## src/rtl/mips_ctrl_pkg.sv

```systemverilog
// Shared constants and types for the MIPS32 multicycle main control.
// MC_ADDI_EN adds the ADDI_EX/ADDI_WB states.
package mips_ctrl_pkg;

  localparam logic [5:0] OP_RTYPE = 6'b000000;
  localparam logic [5:0] OP_LW    = 6'b100011;
  localparam logic [5:0] OP_SW    = 6'b101011;
  localparam logic [5:0] OP_BEQ   = 6'b000100;
  localparam logic [5:0] OP_J     = 6'b000010;
  localparam logic [5:0] OP_ADDI  = 6'b001000;

  localparam logic [1:0] ALUOP_ADD   = 2'b00;
  localparam logic [1:0] ALUOP_SUB   = 2'b01;
  localparam logic [1:0] ALUOP_FUNCT = 2'b10;

  localparam logic [1:0] SRCB_REG    = 2'b00;
  localparam logic [1:0] SRCB_FOUR   = 2'b01;
  localparam logic [1:0] SRCB_IMM    = 2'b10;
  localparam logic [1:0] SRCB_IMM_SH = 2'b11;

  localparam logic [1:0] PCSRC_ALU    = 2'b00;
  localparam logic [1:0] PCSRC_ALUOUT = 2'b01;
  localparam logic [1:0] PCSRC_JUMP   = 2'b10;

  typedef enum logic [3:0] {
    S_FETCH     = 4'd0,
    S_DECODE    = 4'd1,
    S_MEM_ADDR  = 4'd2,
    S_MEM_READ  = 4'd3,
    S_MEM_WB    = 4'd4,
    S_MEM_WRITE = 4'd5,
    S_EXECUTE   = 4'd6,
    S_R_WB      = 4'd7,
    S_BRANCH    = 4'd8,
`ifdef MC_ADDI_EN
    S_JUMP      = 4'd9,
    S_ADDI_EX   = 4'd10,
    S_ADDI_WB   = 4'd11
`else
    S_JUMP      = 4'd9
`endif
  } state_e;

  typedef struct packed {
    logic       pc_write;
    logic       pc_write_cond;
    logic       i_or_d;
    logic       mem_read;
    logic       mem_write;
    logic       ir_write;
    logic       mem_to_reg;
    logic       reg_dst;
    logic       reg_write;
    logic       alu_src_a;
    logic [1:0] alu_src_b;
    logic [1:0] alu_op;
    logic [1:0] pc_source;
    logic       illegal_op;
    logic       mem_timeout;
  } ctrl_t;

  // States that stall on the memory handshake
  function automatic logic is_wait_state(state_e s);
    return (s == S_FETCH) || (s == S_MEM_READ) ||
           (s == S_MEM_WRITE);
  endfunction

endpackage

```

## src/rtl/mc_main_control_if.sv

```systemverilog
// Control bundle between the main control FSM and the datapath.
// master = controller, slave = datapath side.
interface mc_main_control_if #(
  parameter int STATE_W = 4
);

  logic [5:0]         opcode;
  logic               mem_ready;
  logic               pc_write;
  logic               pc_write_cond;
  logic               i_or_d;
  logic               mem_read;
  logic               mem_write;
  logic               ir_write;
  logic               mem_to_reg;
  logic               reg_dst;
  logic               reg_write;
  logic               alu_src_a;
  logic [1:0]         alu_src_b;
  logic [1:0]         alu_op;
  logic [1:0]         pc_source;
  logic               illegal_op;
  logic               mem_timeout;
  logic [STATE_W-1:0] state;

  modport master (
    input  opcode, mem_ready,
    output pc_write, pc_write_cond, i_or_d,
    output mem_read, mem_write, ir_write,
    output mem_to_reg, reg_dst, reg_write,
    output alu_src_a, alu_src_b, alu_op,
    output pc_source, illegal_op, mem_timeout,
    output state
  );

  modport slave (
    output opcode, mem_ready,
    input  pc_write, pc_write_cond, i_or_d,
    input  mem_read, mem_write, ir_write,
    input  mem_to_reg, reg_dst, reg_write,
    input  alu_src_a, alu_src_b, alu_op,
    input  pc_source, illegal_op, mem_timeout,
    input  state
  );

endinterface

```

## src/rtl/mc_mem_watchdog.sv

```systemverilog
// Memory wait counter; pulses o_timeout after MEM_TIMEOUT
// consecutive not-ready cycles (MEM_TIMEOUT=0 disables it).
module mc_mem_watchdog #(
  parameter int MEM_TIMEOUT = 16
) (
  input  logic clk,
  input  logic reset,
  input  logic i_wait,
  input  logic i_mem_ready,
  output logic o_timeout
);

  localparam int CW =
    (MEM_TIMEOUT < 1) ? 1 : $clog2(MEM_TIMEOUT + 1);
  localparam logic [CW-1:0] LIMIT = CW'(MEM_TIMEOUT - 1);

  logic [CW-1:0] r_cnt;
  logic          w_stall;

  assign w_stall = i_wait & ~i_mem_ready;

  generate
    if (MEM_TIMEOUT == 0) begin : g_off
      assign o_timeout = 1'b0;
    end else begin : g_on
      assign o_timeout = w_stall & (r_cnt == LIMIT);
    end
  endgenerate

  // Leaving a wait state always goes through a ready or
  // timeout cycle, so clearing here covers every entry.
  always_ff @(posedge clk) begin
    if (reset || !w_stall || o_timeout)
      r_cnt <= '0;
    else
      r_cnt <= r_cnt + 1'b1;
  end

endmodule

```

## src/rtl/mc_main_control.sv

```systemverilog
// MIPS32 multicycle main control FSM with memory watchdog.
// Define MC_ADDI_EN to execute addi (opcode 001000).
module mc_main_control
  import mips_ctrl_pkg::*;
#(
  parameter int MEM_TIMEOUT = 16,
  parameter int STATE_W     = 4
) (
  input logic               clk,
  input logic               reset,
  mc_main_control_if.master bus
);

  state_e r_state;
  state_e w_next;
  ctrl_t  w_ctrl;
  ctrl_t  w_out;
  logic   w_wait;
  logic   w_timeout;
  logic   w_op_mem;
  logic   w_op_r;
  logic   w_op_beq;
  logic   w_op_j;
`ifdef MC_ADDI_EN
  logic   w_op_addi;
`endif

  assign w_op_mem = (bus.opcode == OP_LW) ||
                    (bus.opcode == OP_SW);
  assign w_op_r   = (bus.opcode == OP_RTYPE);
  assign w_op_beq = (bus.opcode == OP_BEQ);
  assign w_op_j   = (bus.opcode == OP_J);
`ifdef MC_ADDI_EN
  assign w_op_addi = (bus.opcode == OP_ADDI);
`endif

  assign w_wait = is_wait_state(r_state);

  mc_mem_watchdog #(
    .MEM_TIMEOUT (MEM_TIMEOUT)
  ) u_wdog (
    .clk         (clk),
    .reset       (reset),
    .i_wait      (w_wait),
    .i_mem_ready (bus.mem_ready),
    .o_timeout   (w_timeout)
  );

  always_ff @(posedge clk) begin
    if (reset)
      r_state <= S_FETCH;
    else
      r_state <= w_next;
  end

  always_comb begin
    w_next = r_state;
    w_ctrl = '0;
    unique case (r_state)
      S_FETCH: begin
        w_ctrl.mem_read  = 1'b1;
        w_ctrl.alu_src_b = SRCB_FOUR;
        w_ctrl.alu_op    = ALUOP_ADD;
        w_ctrl.pc_source = PCSRC_ALU;
        w_ctrl.ir_write  = bus.mem_ready;
        w_ctrl.pc_write  = bus.mem_ready;
        if (bus.mem_ready)
          w_next = S_DECODE;
      end
      S_DECODE: begin
        w_ctrl.alu_src_b = SRCB_IMM_SH;
        w_ctrl.alu_op    = ALUOP_ADD;
        unique case (1'b1)
          w_op_mem: w_next = S_MEM_ADDR;
          w_op_r:   w_next = S_EXECUTE;
          w_op_beq: w_next = S_BRANCH;
          w_op_j:   w_next = S_JUMP;
`ifdef MC_ADDI_EN
          w_op_addi: w_next = S_ADDI_EX;
`endif
          default: begin
            w_next            = S_FETCH;
            w_ctrl.illegal_op = 1'b1;
          end
        endcase
      end
      S_MEM_ADDR: begin
        w_ctrl.alu_src_a = 1'b1;
        w_ctrl.alu_src_b = SRCB_IMM;
        w_ctrl.alu_op    = ALUOP_ADD;
        w_next = (bus.opcode == OP_SW) ? S_MEM_WRITE
                                       : S_MEM_READ;
      end
      S_MEM_READ: begin
        w_ctrl.mem_read = 1'b1;
        w_ctrl.i_or_d   = 1'b1;
        if (bus.mem_ready)
          w_next = S_MEM_WB;
      end
      S_MEM_WB: begin
        w_ctrl.reg_write  = 1'b1;
        w_ctrl.mem_to_reg = 1'b1;
        w_next = S_FETCH;
      end
      S_MEM_WRITE: begin
        w_ctrl.mem_write = 1'b1;
        w_ctrl.i_or_d    = 1'b1;
        if (bus.mem_ready)
          w_next = S_FETCH;
      end
      S_EXECUTE: begin
        w_ctrl.alu_src_a = 1'b1;
        w_ctrl.alu_src_b = SRCB_REG;
        w_ctrl.alu_op    = ALUOP_FUNCT;
        w_next = S_R_WB;
      end
      S_R_WB: begin
        w_ctrl.reg_write = 1'b1;
        w_ctrl.reg_dst   = 1'b1;
        w_next = S_FETCH;
      end
      S_BRANCH: begin
        w_ctrl.alu_src_a     = 1'b1;
        w_ctrl.alu_src_b     = SRCB_REG;
        w_ctrl.alu_op        = ALUOP_SUB;
        w_ctrl.pc_write_cond = 1'b1;
        w_ctrl.pc_source     = PCSRC_ALUOUT;
        w_next = S_FETCH;
      end
      S_JUMP: begin
        w_ctrl.pc_write  = 1'b1;
        w_ctrl.pc_source = PCSRC_JUMP;
        w_next = S_FETCH;
      end
`ifdef MC_ADDI_EN
      S_ADDI_EX: begin
        w_ctrl.alu_src_a = 1'b1;
        w_ctrl.alu_src_b = SRCB_IMM;
        w_ctrl.alu_op    = ALUOP_ADD;
        w_next = S_ADDI_WB;
      end
      S_ADDI_WB: begin
        w_ctrl.reg_write = 1'b1;
        w_next = S_FETCH;
      end
`endif
      default: w_next = S_FETCH;
    endcase
    // Abort a stalled access and restart from fetch
    if (w_timeout) begin
      w_next             = S_FETCH;
      w_ctrl.mem_timeout = 1'b1;
    end
  end

  assign w_out = reset ? '0 : w_ctrl;

  assign bus.pc_write      = w_out.pc_write;
  assign bus.pc_write_cond = w_out.pc_write_cond;
  assign bus.i_or_d        = w_out.i_or_d;
  assign bus.mem_read      = w_out.mem_read;
  assign bus.mem_write     = w_out.mem_write;
  assign bus.ir_write      = w_out.ir_write;
  assign bus.mem_to_reg    = w_out.mem_to_reg;
  assign bus.reg_dst       = w_out.reg_dst;
  assign bus.reg_write     = w_out.reg_write;
  assign bus.alu_src_a     = w_out.alu_src_a;
  assign bus.alu_src_b     = w_out.alu_src_b;
  assign bus.alu_op        = w_out.alu_op;
  assign bus.pc_source     = w_out.pc_source;
  assign bus.illegal_op    = w_out.illegal_op;
  assign bus.mem_timeout   = w_out.mem_timeout;
  assign bus.state =
    reset ? '0 : STATE_W'(r_state);

endmodule

```

## src/flat_wrapper.sv

```systemverilog
// flat-port wrapper written by rule: the top's interface ports become plain ports
module mc_main_control_flat import mips_ctrl_pkg::*;
#(
  parameter int MEM_TIMEOUT = 16,
  parameter int STATE_W     = 4
)
  (clk, reset, bus_opcode, bus_mem_ready, bus_pc_write, bus_pc_write_cond, bus_i_or_d, bus_mem_read, bus_mem_write, bus_ir_write, bus_mem_to_reg, bus_reg_dst, bus_reg_write, bus_alu_src_a, bus_alu_src_b, bus_alu_op, bus_pc_source, bus_illegal_op, bus_mem_timeout, bus_state);
  mc_main_control_if #(.STATE_W(STATE_W)) bus_i ();
  input logic clk;
  input logic reset;
  input wire logic [$bits(bus_i.opcode)-1:0] bus_opcode;
  input wire logic [$bits(bus_i.mem_ready)-1:0] bus_mem_ready;
  output wire logic [$bits(bus_i.pc_write)-1:0] bus_pc_write;
  output wire logic [$bits(bus_i.pc_write_cond)-1:0] bus_pc_write_cond;
  output wire logic [$bits(bus_i.i_or_d)-1:0] bus_i_or_d;
  output wire logic [$bits(bus_i.mem_read)-1:0] bus_mem_read;
  output wire logic [$bits(bus_i.mem_write)-1:0] bus_mem_write;
  output wire logic [$bits(bus_i.ir_write)-1:0] bus_ir_write;
  output wire logic [$bits(bus_i.mem_to_reg)-1:0] bus_mem_to_reg;
  output wire logic [$bits(bus_i.reg_dst)-1:0] bus_reg_dst;
  output wire logic [$bits(bus_i.reg_write)-1:0] bus_reg_write;
  output wire logic [$bits(bus_i.alu_src_a)-1:0] bus_alu_src_a;
  output wire logic [$bits(bus_i.alu_src_b)-1:0] bus_alu_src_b;
  output wire logic [$bits(bus_i.alu_op)-1:0] bus_alu_op;
  output wire logic [$bits(bus_i.pc_source)-1:0] bus_pc_source;
  output wire logic [$bits(bus_i.illegal_op)-1:0] bus_illegal_op;
  output wire logic [$bits(bus_i.mem_timeout)-1:0] bus_mem_timeout;
  output wire logic [$bits(bus_i.state)-1:0] bus_state;
  assign bus_i.opcode = bus_opcode;
  assign bus_i.mem_ready = bus_mem_ready;
  assign bus_pc_write = bus_i.pc_write;
  assign bus_pc_write_cond = bus_i.pc_write_cond;
  assign bus_i_or_d = bus_i.i_or_d;
  assign bus_mem_read = bus_i.mem_read;
  assign bus_mem_write = bus_i.mem_write;
  assign bus_ir_write = bus_i.ir_write;
  assign bus_mem_to_reg = bus_i.mem_to_reg;
  assign bus_reg_dst = bus_i.reg_dst;
  assign bus_reg_write = bus_i.reg_write;
  assign bus_alu_src_a = bus_i.alu_src_a;
  assign bus_alu_src_b = bus_i.alu_src_b;
  assign bus_alu_op = bus_i.alu_op;
  assign bus_pc_source = bus_i.pc_source;
  assign bus_illegal_op = bus_i.illegal_op;
  assign bus_mem_timeout = bus_i.mem_timeout;
  assign bus_state = bus_i.state;
  mc_main_control #(.MEM_TIMEOUT(MEM_TIMEOUT), .STATE_W(STATE_W)) u_core (.clk(clk), .reset(reset), .bus(bus_i));
endmodule
```

## config.mk

```make
export PLATFORM = sky130hd
export DESIGN_NAME = mc_main_control_flat
export DESIGN_NICKNAME = d
export VERILOG_FILES = /design/src/rtl/mips_ctrl_pkg.sv /design/src/rtl/mc_main_control_if.sv /design/src/rtl/mc_mem_watchdog.sv /design/src/rtl/mc_main_control.sv /design/src/flat_wrapper.sv
export SDC_FILE = /design/constraint.sdc
export NUM_CORES = 1
export LEC_CHECK = 0
export CORE_AREA = 4 4 49 51
export CTS_CLUSTER_DIAMETER = 50
export DETAILED_ROUTE_END_ITERATION = 8
export DIE_AREA = 0 0 53 55
export PLACE_DENSITY = 0.72
export SYNTH_ARGS = -nofsm -noshare
export SYNTH_HDL_FRONTEND = slang
export SYNTH_SLANG_ARGS = --single-unit
```

## constraint.sdc

```tcl
create_clock -name clk -period 1.33 [get_ports clk]
set_input_delay 0.1995 -clock clk [delete_from_list [all_inputs] [get_ports clk]]
set_output_delay 0.1995 -clock clk [all_outputs]
set_load 0.01 [all_outputs]
```

==> impl_metrics.ini <==
[outcome]
status = finished, violations left
violations = setup timing

[logic_synthesis]
synth.area.top_cells = dfxtp_1 26%, nor2_1 9.6%, nor3_1 5.7%
avgSynthCellArea_um2 = 7.22
synth_seq_cells = 9
synth-main-ff-cell = dfxtp_1
syn_area_um2 = 701
ys_warn_count = 0
synth_cell_types = 33
synth_top_area_cell = dfxtp_1
ys_async_sr_fraction_pct = 0
synth_cells = 97
yosys.cell_count.top_type = nor2_1
yosys-top-cells-count = 18 x nor2_1, 9 x dfxtp_1, 8 x nor3_1
syn-num-nets = 108
synth-edff-count = 0
ys_seq_area_share_pct = 25.7
synth_top_area_share_pct = 25.7

[finish]
layout-drive-gt1-share_pct = 78.3
nets = 192
area_growth_pct = 159
fin_cells = 207
fin_area_um2 = 1820
final.fill_count = 66
antenna_cells = 0

[timing]
final.min_clock_period_ns = 1.75
clock_skew_ns = 0.0175
slew_headroom_pct = 70.2
min_period_over_period_pct = 132
finalSetupViolCount = 30
worst_pin_slew_ns = 0.445
fmax_ghz = 0.572
worst_slack_ns = -0.420
hold_violations = 0
maxSlewViolCount = 0
rsz0062_at_grt = true
whs_ns = 0.538

[clocking]
clock_path_buffers = 2
h-tree-depth = 1
ctsHoldBuffers = 0
clkTransAtPathRegs_ns = 0.09
cts_buffers = 3
cts_sinks = 9
clk_latency_ns = 0.28
cts_tree = yes
cts_root_buf = clkbuf_4

[routing]
drc = 0
wl_um = 4970
drt-initial-drc-count = 66
met1_length_um = 1740
route.met3.wl_um = 356
wl_per_cell_um = 24.0
wl_met2_um = 2480
drtAntennaViolNets = 0
vias = 1206
top_layer_used = met4
dr.pass1.iters = 4
via_per_inst = 5.83

[floorplan]
rows = 16
dieArea_um2 = 2920
fp.dieH_um = 55
num_io_pins = 31
start_util_pct = 36.1
core_um2 = 1940
die_w_um = 53

[worst_setup_path]
worst-path-max-fanout = 5
end_kind = output pin
start_kind = register
cpPeakStageDelay_ns = 0.41
crit_path_top_delay_cell = or3_4
r2r_slack_ns = -0.32
worstPathRequired_ns = 1.13
arrival_ns = 1.55
crit_type = register to output pin
path_cells = or3_4 > or2_4 > nor2_2 > buf_2

[grt]
antenna_found_initial = 0
grt_pass1_vias = 1158
grtUsageTotal_pct = 25.4
grt_pass1_wl_um = 5300
grt_max_degree = 8
overflow = 0

[hold_path]
hold_path_class = input pin to register

[pwr]
ir_drop_uv = 529
power_density_nw_per_um2 = 493
leakage_uw = 0.000780

[run]
max_cap_viol_count = 0

[place]
portBuffers = 30
pre_cts_ws_ns = -0.832
gp_congestion = 0.842
placed_area_um2 = 1300
dp_cells = 185
dp_hpwl_um = 1930
[report_power, final]
part           leakage [uW]  internal (uW)  switching, uW
clock             0.0000177            111            121
sequential        0.0000759            275           7.84
combinational      0.000687            192            188
total              0.000780            578            317
[critical path, delay by kind of cell (launching register included)]
kind	cells	cell delay (ns)
simple gates	3	0.75
flops	1	0.38
buf+inv	1	0.14
[cell families (layout without fill, tap and decap cells)]
kind of cell,after synthesis,after routing,synth area share (%)
AND/OR/NAND/NOR,59,59,43.9
flip-flops,9,9,25.7
XOR/XNOR,5,5,6.25
AO/OA/AOI/OAI,14,14,15.2
adder cells (fa/ha/maj),2,2,3.57
buffers and inverters,8,91,5.36
[state kept, by name, summed over array words and instances, names as in the netlist]
name / cells
u_core.r_state: 4
u_core.u_wdog.r_cnt: 5
[metrics by stage]
stage | utilization, % | setup TNS [ns] | total power, uW
after floorplan | - | -0.0230 | 377
after global placement | 66.9 | -15.57 | 516
after detailed placement | 66.9 | -16.42 | 522
after CTS | 83.0 | -4.85 | 808
after global routing | 93.5 | -8.35 | 932
final | 93.5 | -6.76 | 895
[cells in the final DEF (no fill, tap or decap), types with 3 or more instances in the layout]
| cell type | n |
|---|---|
| nand2_4 | 4 |
| dlygate4sd2_1 | 6 |
| dfxtp_2 | 5 |
| inv_1 | 3 |
| buf_2 | 13 |
| nor2_2 | 10 |
| clkbuf_4 | 3 |
| nor3_2 | 6 |
| nor4_4 | 3 |
| or3_1 | 3 |
| nor2_4 | 5 |
| buf_4 | 35 |
| buf_6 | 20 |
| buf_8 | 3 |
| dfxtp_1 | 3 |
| nor2_1 | 3 |
| o21ai_2 | 4 |
| nand2b_4 | 3 |
[cell type report]
| type | instances | area, um^2 | area share [%] |
|---|---|---|---|
| multi-input cells | 80 | 818 | 45.1 |
| repair buffers | 82 | 722 | 39.8 |
| flip-flops and latches | 9 | 190 | 10.5 |
| well taps | 27 | 33.8 | 1.86 |
| inverters | 5 | 23.8 | 1.31 |
| clock buffers | 3 | 22.5 | 1.24 |
| clock inverters | 1 | 5.00 | 0.276 |
[path summary, 6_finish.rpt]
kind | cells past startpoint | end | start
worst max-delay path | 4 | bus_illegal_op | u_core.r_state[2]
worst max register to register | 6 | u_core.r_state[2] | u_core.r_state[3]
worst min-delay path | 4 | u_core.r_state[0] | reset
worst min register to register | 2 | u_core.u_wdog.r_cnt[0] | u_core.u_wdog.r_cnt[0]
[repair_timing]
item,4_1_cts,5_1_grt
pin swaps,23,15
buffers inserted,13,6
resized for setup,162,36
endpoints found under the setup margin,31,31
[per-layer routing]
layer  GRT usage, %  vias up
met5              0        -
met4           18.3        0
met3           4.83       42
met2           46.1       94
met1           26.4      559
li1               -      511
(Power assumes the default switching activity.)
